$ cat config.mk
export PLATFORM = sky130hd
export DESIGN_NAME = k005297_mskreg_array
export DESIGN_NICKNAME = d
export VERILOG_FILES = /design/src/rtl/k005297_mskreg_array.sv
export SDC_FILE = /design/constraint.sdc
export NUM_CORES = 1
export LEC_CHECK = 0
export CELL_PAD_IN_SITES_DETAIL_PLACEMENT = 1
export CELL_PAD_IN_SITES_GLOBAL_PLACEMENT = 1
export CORE_ASPECT_RATIO = 1.75
export CORE_MARGIN = 2
export CORE_UTILIZATION = 46
export DETAILED_ROUTE_END_ITERATION = 7
export PLACE_DENSITY = 0.89
export SYNTH_ARGS = -nofsm -noshare
export SYNTH_HDL_FRONTEND = slang
export SYNTH_SLANG_ARGS = --single-unit
export TNS_END_PERCENT = 5
$ cat constraint.sdc
create_clock -name i_MCLK -period 2.8 [get_ports i_MCLK]
set_clock_uncertainty 0.15 [all_clocks]
set_input_delay 0.56 -clock i_MCLK [delete_from_list [all_inputs] [get_ports i_MCLK]]
set_output_delay 0.56 -clock i_MCLK [all_outputs]
set_load 0.01 [all_outputs]
$ cat src/rtl/k005297_mskreg_array.sv
// rtl/k005297_mskreg_array.sv - multi-channel bubble-memory mask register with shift counter
//
// Purpose:
//   One W-bit holding latch and one W-bit shift register per channel. The CPU
//   writes holding latches; on timing-slot ticks the shift registers are either
//   reloaded from the latches or shifted LSB-first, presenting bit 0 of each
//   channel to the data path. A shift counter reports shifts since the last
//   load, with empty status and a done pulse on the final shift.
//
// Configuration:
//   MSKREG_PARITY_EN - when defined, adds o_PARITY: running XOR of the bits
//                      shifted out of each channel, cleared on load/reset.
//
// Ports:
//   i_MCLK          master clock
//   i_RST           asynchronous reset, active-high
//   i_CLK4M_PCEN_n  latch-write clock enable, active-low
//   i_CLK2M_PCEN_n  shift/load clock enable, active-low
//   i_SLOT          timing-slot strobe qualifying shift/load
//   i_4BEN_n        0: all channels shift; 1: only channel 0 shifts
//   i_WR            write holding latch i_WR_CH from i_DIN
//   i_WR_CH         latch channel select (out-of-range values ignored)
//   i_DIN           latch write data
//   i_SR_LD         load request (suppressed in boot mode)
//   i_BOOTEN_n      0: boot mode (no load, fill bit 1)
//   o_SR_LSB        bit 0 of each channel shift register
//   o_BITCNT        shifts since last load, saturating at W
//   o_EMPTY         o_BITCNT == W
//   o_DONE          one-cycle pulse on the shift that brings o_BITCNT to W
//   o_PARITY        (MSKREG_PARITY_EN only) per-channel shifted-out parity

module k005297_mskreg_array #(
    parameter int W   = 16,
    parameter int CH  = 2,
    parameter int CHW = 1
) (
    input  logic           i_MCLK,
    input  logic           i_RST,
    input  logic           i_CLK4M_PCEN_n,
    input  logic           i_CLK2M_PCEN_n,
    input  logic           i_SLOT,
    input  logic           i_4BEN_n,
    input  logic           i_WR,
    input  logic [CHW-1:0] i_WR_CH,
    input  logic [W-1:0]   i_DIN,
    input  logic           i_SR_LD,
    input  logic           i_BOOTEN_n,
    output logic [CH-1:0]  o_SR_LSB,
    output logic [5:0]     o_BITCNT,
    output logic           o_EMPTY,
    output logic           o_DONE
`ifdef MSKREG_PARITY_EN
    ,
    output logic [CH-1:0]  o_PARITY
`endif
);

    localparam logic [5:0] W6 = 6'(W);

    typedef enum logic {
        IDLE,
        RUN
    } state_t;

    state_t                  state_q, state_d;
    logic [CH-1:0][W-1:0]    latch_q;
    logic [CH-1:0][W-1:0]    sr_q, sr_d;
    logic [5:0]              cnt_q, cnt_d;
    logic                    done_q, done_d;

    logic tick;
    logic ld;
    logic fill;

    assign tick = ~i_CLK2M_PCEN_n & i_SLOT;
    assign ld   = i_SR_LD & i_BOOTEN_n;
    // Boot mode shifts ones in so the mask opens fully once the old contents drain.
    assign fill = ~i_BOOTEN_n;

`ifdef MSKREG_PARITY_EN
    logic [CH-1:0] par_q, par_d;
`endif

    // Holding latches. A load on the same edge sees the pre-write value.
    always_ff @(posedge i_MCLK or posedge i_RST) begin
        if (i_RST) begin
            latch_q <= '0;
        end else if (~i_CLK4M_PCEN_n & i_WR) begin
            for (int c = 0; c < CH; c++) begin
                if (i_WR_CH == CHW'(c)) begin
                    latch_q[c] <= i_DIN;
                end
            end
        end
    end

    always_ff @(posedge i_MCLK or posedge i_RST) begin
        if (i_RST) begin
            state_q <= IDLE;
            sr_q    <= '0;
            cnt_q   <= W6;
            done_q  <= 1'b0;
`ifdef MSKREG_PARITY_EN
            par_q   <= '0;
`endif
        end else begin
            state_q <= state_d;
            sr_q    <= sr_d;
            cnt_q   <= cnt_d;
            done_q  <= done_d;
`ifdef MSKREG_PARITY_EN
            par_q   <= par_d;
`endif
        end
    end

    always_comb begin
        state_d = state_q;
        sr_d    = sr_q;
        cnt_d   = cnt_q;
        done_d  = 1'b0;
`ifdef MSKREG_PARITY_EN
        par_d   = par_q;
`endif
        if (tick) begin
            if (ld) begin
                // Load is a restart from either state.
                sr_d    = latch_q;
                cnt_d   = 6'd0;
                state_d = RUN;
`ifdef MSKREG_PARITY_EN
                par_d   = '0;
`endif
            end else begin
                for (int c = 0; c < CH; c++) begin
                    if ((c == 0) || !i_4BEN_n) begin
                        sr_d[c] = {fill, sr_q[c][W-1:1]};
`ifdef MSKREG_PARITY_EN
                        par_d[c] = par_q[c] ^ sr_q[c][0];
`endif
                    end
                end
                // Only shifts after a load are counted; idle shifts leave the counter parked at W.
                if (state_q == RUN) begin
                    cnt_d = cnt_q + 6'd1;
                    if (cnt_q == W6 - 6'd1) begin
                        done_d  = 1'b1;
                        state_d = IDLE;
                    end
                end
            end
        end
    end

    always_comb begin
        o_SR_LSB = '0;
        for (int c = 0; c < CH; c++) begin
            o_SR_LSB[c] = sr_q[c][0];
        end
    end

    assign o_BITCNT = cnt_q;
    assign o_EMPTY  = (cnt_q == W6);
    assign o_DONE   = done_q;

`ifdef MSKREG_PARITY_EN
    assign o_PARITY = par_q;
`endif

endmodule
* Word-level counts from Yosys, hierarchy flattened
Index checks and enable logic that the tools add are counted.
Word-level totals: bits in registers 72, logic and storage cells 34
Cells by class: reductions and logical operators 5, add/subtract/negate cells 1, eq/ne operators 3, multiplexer cells 11, bitwise gates (word level) 7
Operators with widths (number):
- 32-bit 2-to-1 mux | 1
- 16-bit 2-to-1 mux | 1
- 6-bit 2-to-1 mux | 2
- 2-bit AND reduction | 4
- 1-bit 2-to-1 mux | 7
- 6-bit by 1-bit adder with 6-bit output, second input constant | 1
- 6-bit by 4-bit == test with 1-bit output, second input constant | 1
- 6-bit by 5-bit == test with 1-bit output, second input constant | 1
- 1-bit inverter | 4
- 1-bit bitwise AND | 3
- 2-bit by 1-bit != test with 1-bit output, second input constant | 1
- 2-bit nonzero test | 1

* Longest topological paths before layout
Gate-level depths: netlist of the first run.
depth in word-level cells 5, gate-level depth with buffers 5, depth with buffers taken out 4

* Least setup slack after synthesis of the first run
No wires, ideal clock.
path kind reg-to-output, start point reg cnt_q[4] (netlist: o_BITCNT[4]), end point out o_EMPTY, buffers on the path 1, arrival time 1.182 ns, cell stages (with the launch flop) 4, slack 0.908 ns, path through dfstp_2 > clkbuf_1 > nand2_1 > nor4_1
On the way: word-level cells in the longest chain between the ends 1
RTL lines:
- from (decl) | RTL line 68 | logic [5:0] cnt_q, cnt_d;
- from (signal assigned) | RTL line 109 | cnt_q <= cnt_d;
- 6-bit by 5-bit == test with 1-bit output | RTL line 163 | assign o_EMPTY = (cnt_q == W6);
- to (decl) | RTL line 50 | output logic o_EMPTY,
Every way passes these cells.

* Final worst setup path of the first run
start point reg cnt_q[0] (netlist: o_BITCNT[0]), end point out o_EMPTY
Same word-level chain as after synthesis.

==> results.json, run 1 <==
{
  "drive_above_1_share": 0.295,
  "r2r_slack_ns": 1.17,
  "die_h_um": 117,
  "syn-cell-area_mm2": 0.00333,
  "routed_wl_mm": 6.97,
  "route.detailed.drc": 0,
  "fillCellCount": 700,
  "grt.overflow.total": 0,
  "start_util": 0.467,
  "synth_seq_cells": 72,
  "post-route-period-util": 0.906,
  "layout_common_cells": "dfrtp_1, clkdlybuf4s50_1, mux2_2",
  "post_cts_buffers": 0,
  "reg2reg_from": "o_BITCNT[0]",
  "clock_path_buffers": 2,
  "hpwl_mm": 4.30,
  "cp_max_fo": 7,
  "place_area_mm2": 0.00375,
  "syn_inst": 243,
  "pin_count": 36,
  "synth_fp_nets": 271,
  "synth-edff-count": 0,
  "grt_start_max_net_pins": 73,
  "cp.arrival_ns": 1.83,
  "grt_pass1_vias": 2381,
  "holdWs_ns": 0.334,
  "ys_types": 37,
  "diodes": 0,
  "setup_tns_ns": 0,
  "grt_pass1_wl_mm": 11.7,
  "worstMarginPinSlew_ns": 0.501,
  "final_cell_area_mm2": 0.00402,
  "final_common_cell": "dfrtp_1",
  "core_mm2": 0.00713,
  "drt-initial-drc-count": 91,
  "port_buffers": 35,
  "relSlewSlack": 0.666,
  "ctsResizeCount": 0,
  "seq_area_frac_synth": 0.541,
  "hold_end": "o_SR_LSB[0]",
  "drt.antenna.violating_nets": 0,
  "setup_violations": 0,
  "avgSynthCellArea_um2": 13.7,
  "syn_to_final_growth_pct": 20.7,
  "holdCritStartpoint": "o_SR_LSB[0]",
  "hold_viol_final": 0,
  "hold_path.class": "flip-flop to flip-flop",
  "die-area_mm2": 0.00797,
  "antenna_found_initial": 0,
  "cts.sinks": 72,
  "grt_setup_unrepaired": "false",
  "total_leakage_power_nw": 1.82,
  "firstDrtPassIters": 4,
  "fmax_mhz": 394,
  "cts.htree.levels": 3,
  "cts_hold_buf": 0,
  "hold-path-cell-count": 2,
  "power_density_mw_per_mm2": 820,
  "num_vias": 2023,
  "synth_ff_type": "dfrtp_1",
  "clk_pin_slew_worst_paths_ns": 0.05,
  "reg2reg_to": "o_BITCNT[4]",
  "period_needed_ns": 2.54,
  "wl_per_cell_um": 18.8,
  "critPathKind": "flip-flop to output port",
  "root_buffer": "clkbuf_16",
  "maxCapViolCount": 0,
  "worstPathRequired_ns": 2.09,
  "synthArstFlopShare": 1.00,
  "clock_latency_ns": 0.33,
  "cts_tree": "built",
  "grt.total_usage": 0.208,
  "cp-start-kind": "flip-flop",
  "place.gp.congestion": 0.748,
  "maxSlewViolCount": 0,
  "vias_per_cell": 5.45,
  "rows": 41,
  "die_w_um": 68.3,
  "numCtsBuffers": 9,
  "yosysWarningCount": 0,
  "reg2reg_depth": 4,
  "setup.worst_path.end_class": "output port",
  "status": "complete, no violations",
  "ir_worst_vdd_uv": 478,
  "nNetsFinal": 308
}
how the worst max path moves through the flow:
stage / start / to / slack, ns / cells after the start
after floorplan: i_RST / latch_q[0] / 0.27 / 1
after global placement: i_BOOTEN_n / sr_q[19] / 0.45 / 5
after detailed placement: i_BOOTEN_n / sr_q[19] / 0.39 / 5
after CTS: o_BITCNT[0] / o_EMPTY / 0.22 / 5
after global routing: o_BITCNT[1] / o_EMPTY / 0.16 / 5
final: o_BITCNT[0] / o_EMPTY / 0.26 / 5
per-stage QoR:
stage,setup WS (ns),utilization,total power [mW],std cells
6_report,0.263,0.564,3.30,371
3_5_place_dp,0.391,0.526,2.26,355
3_3_place_gp,0.446,0.526,2.21,355
2_1_floorplan,0.267,-,2.02,243
4_1_cts,0.224,0.564,3.35,371
5_1_grt,0.155,0.564,3.49,371
kinds of logic (layout without fill, tap and decap cells):
group           after synthesis  in the layout  synth area share
simple gates                 39             39            0.0605
buf+inv                      19             61            0.0379
mux                          80             80             0.298
flops                        72             72             0.541
fa+ha+maj                     2              2           0.00751
compound gates               31             31            0.0548
critical path, cell delays in order (launching register included):
cell	delay, ns
dfrtp_1	0.44
inv_1	0.08
ha_1	0.16
nand2_1	0.05
nor4_1	0.19
clkdlybuf4s50_1	0.58
cell type report:
| cell class | instances | area [µm²] | share of cell area |
|---|---|---|---|
| clock buffers | 15 | 268 | 0.0666 |
| well taps | 86 | 108 | 0.0268 |
| inverters | 4 | 15.0 | 0.00373 |
| multi-input cells | 152 | 1400 | 0.349 |
| flip-flops and latches | 72 | 1800 | 0.448 |
| clock inverters | 1 | 5.00 | 0.00124 |
| repair buffers | 41 | 420 | 0.105 |
report_power, final:
part / switching [mW] / internal, mW
Combinational: 0.253 / 0.494
Clock: 0.395 / 0.647
Sequential: 0.195 / 1.32
Total: 0.842 / 2.46
per-layer routing:
metal / GRT usage / up-vias / share of wire
met2: 0.375 / 35 / 0.58
met1: 0.213 / 1042 / 0.36
met4: 0.105 / 0 / 0.028
li1: - / 933 / -
met5: 0 / - / 0
met3: 0.0539 / 13 / 0.029
cells in the mapped netlist, types with 2 or more instances:
library cell | count | area [µm²]
nand4_1 | 3 | 18.8
inv_1 | 4 | 15.0
buf_4 | 5 | 37.5
nand3_1 | 3 | 15.0
buf_2 | 3 | 15.0
mux2_4 | 30 | 450
mux2i_1 | 16 | 160
ha_1 | 2 | 25.0
clkbuf_1 | 3 | 11.3
dfrtp_1 | 71 | 1780
mux2_1 | 3 | 33.8
nand2_1 | 22 | 82.6
o21ai_0 | 22 | 110
buf_6 | 2 | 22.5
a21oi_1 | 2 | 10.0
mux2_2 | 31 | 349
state kept, by name (all words and copies together) (netlist names):
signal,cells
latch_q,32
sr_q,30
o_BITCNT,6
o_SR_LSB,2
o_DONE,1
state_q,1
Power figures use the tool's default switching activity.
==> run 2, diff against run 1 <==
--- a/config.mk
+++ b/config.mk
@@ -6,12 +6,12 @@
 export NUM_CORES = 1
 export LEC_CHECK = 0
 export CELL_PAD_IN_SITES_DETAIL_PLACEMENT = 1
-export CELL_PAD_IN_SITES_GLOBAL_PLACEMENT = 1
+export CELL_PAD_IN_SITES_GLOBAL_PLACEMENT = 2
 export CORE_ASPECT_RATIO = 1.75
 export CORE_MARGIN = 2
-export CORE_UTILIZATION = 46
+export CORE_UTILIZATION = 39
 export DETAILED_ROUTE_END_ITERATION = 7
-export PLACE_DENSITY = 0.89
+export PLACE_DENSITY = 0.88
 export SYNTH_ARGS = -nofsm -noshare
 export SYNTH_HDL_FRONTEND = slang
 export SYNTH_SLANG_ARGS = --single-unit
==> results.json, run 2 (same netlist as run 1, synthesis figures left out) <==
{
  "syn_to_final_growth_pct": 23.6,
  "setup_tns_ns": 0,
  "worstPathRequired_ns": 2.09,
  "period_needed_ns": 2.52,
  "grt_setup_unrepaired": "false",
  "die-area_mm2": 0.00933,
  "core_mm2": 0.00831,
  "port_buffers": 35,
  "drt.antenna.violating_nets": 0,
  "setup_violations": 0,
  "largest_reg_flops": 32,
  "maxCapViolCount": 0,
  "drt-initial-drc-count": 95,
  "clock_path_buffers": 2,
  "max_stage_delay_ns": 0.58,
  "grt_start_max_net_pins": 73,
  "hpwl_mm": 4.57,
  "relSlewSlack": 0.709,
  "largest_register": "latch_q",
  "numCtsBuffers": 9,
  "finalNonFillerCells": 402,
  "place_area_mm2": 0.00379,
  "maxSlewViolCount": 0,
  "hold_viol_final": 0,
  "status": "complete, no violations",
  "reg2reg_depth": 4,
  "cts.htree.levels": 3,
  "cp.arrival_ns": 1.81,
  "start_util": 0.401,
  "pin_count": 36,
  "final_common_cell": "dfrtp_1",
  "cts.sinks": 72,
  "ir_worst_vdd_uv": 382,
  "total_leakage_power_nw": 1.86,
  "setup.worst_path.end_class": "output port",
  "fillCellCount": 844,
  "nNetsFinal": 310,
  "multi_input_area_mm2": 0.00140,
  "clock_latency_ns": 0.34,
  "layout_common_cells": "dfrtp_1, clkdlybuf4s50_1, mux2_2",
  "die_h_um": 126,
  "worstMarginPinSlew_ns": 0.436,
  "grt.total_usage": 0.166,
  "grt_pass1_vias": 2352,
  "grt.overflow.total": 0,
  "holdCritStartpoint": "sr_q[2]",
  "hold_path.class": "flip-flop to flip-flop",
  "cp_top_family": "buffers and inverters",
  "die_w_um": 73.9,
  "ctsResizeCount": 0,
  "antenna_found_initial": 0,
  "diodes": 0,
  "dp.cells": 386,
  "worst-path-stages": 5,
  "vias_per_cell": 5.10,
  "routed_wl_mm": 6.78,
  "root_buffer": "clkbuf_16",
  "critPathKind": "flip-flop to output port",
  "cts_hold_buf": 0,
  "firstDrtPassIters": 4,
  "crit_chain": "inv_1 > ha_1 > nand2_1 > nor4_1 > clkdlybuf4s50_1",
  "num_vias": 2049,
  "cp.buffers_inverters": 2,
  "clk_pin_slew_worst_paths_ns": 0.05,
  "rows": 44,
  "fmax_mhz": 397,
  "final_cell_area_mm2": 0.00412,
  "wl_per_cell_um": 16.9,
  "crit_path_top_delay_cell": "clkdlybuf4s50_1",
  "post_cts_buffers": 0,
  "worstSetupStartpoint": "o_BITCNT[0]",
  "final-seq-area_mm2": 0.00180,
  "cp-start-kind": "flip-flop",
  "hold-path-cell-count": 2,
  "reg2reg_from": "o_BITCNT[0]",
  "grt_pass1_wl_mm": 11.4,
  "power_density_mw_per_mm2": 852,
  "post-route-period-util": 0.900,
  "drive_above_1_share": 0.314,
  "cp_max_fo": 7,
  "cts_tree": "built",
  "place.gp.congestion": 0.764,
  "route.detailed.drc": 0
}
run 2: path summary, 6_finish.rpt:
kind / end / slack (ns)
setup reg to reg: o_BITCNT[4] / 1.21
hold / removal: sr_q[2] / 0.33
hold reg to reg: sr_q[2] / 0.33
min in group asynchronous: o_DONE / 0.48
setup / recovery: o_EMPTY / 0.28
max in group asynchronous: o_BITCNT[4] / 1.71
run 2: power breakdown:
part	switching (mW)	internal, mW	leakage [nW]	total (mW)
clock network	0.433	0.826	0.165	1.26
logic	0.250	0.493	0.821	0.743
registers	0.193	1.31	0.872	1.51
run 2: tightest hold or removal path: cells and delay by family (launching register included):
family / cells / cell delay [ns]
DFF: 1 / 0.34
AOI/OAI and AO/OA: 1 / 0.06
and+or+nand+nor: 1 / 0.05
run 2: cell type report:
class | instances | share of cell area
tap | 115 | 0.0349
timing repair buffer | 43 | 0.103
clock inverter | 5 | 0.0191
multi-input combinational | 152 | 0.341
inverter | 4 | 0.00365
sequential | 72 | 0.438
clock buffer | 11 | 0.0614
run 2: routing by layer:
metal / vias to the layer above / global-route usage / wire [µm]
met5: - / 0 / 0
met4: 0 / 0.103 / 217
met3: 11 / 0.0320 / 138
met1: 1064 / 0.171 / 2530
met2: 33 / 0.295 / 3900
li1: 941 / - / -
run 2: stage by stage:
stage / hold WS (ns) / setup WS [ns] / util / total power [mW]
4_1_cts: 0.336 / 0.229 / 0.495 / 3.56
3_5_place_dp: 0.320 / 0.349 / 0.456 / 2.27
5_1_grt: 0.367 / 0.144 / 0.495 / 3.68
2_1_floorplan: 0.300 / 0.267 / - / 2.02
6_report: 0.335 / 0.281 / 0.495 / 3.51
3_3_place_gp: 0.314 / 0.394 / 0.456 / 2.22
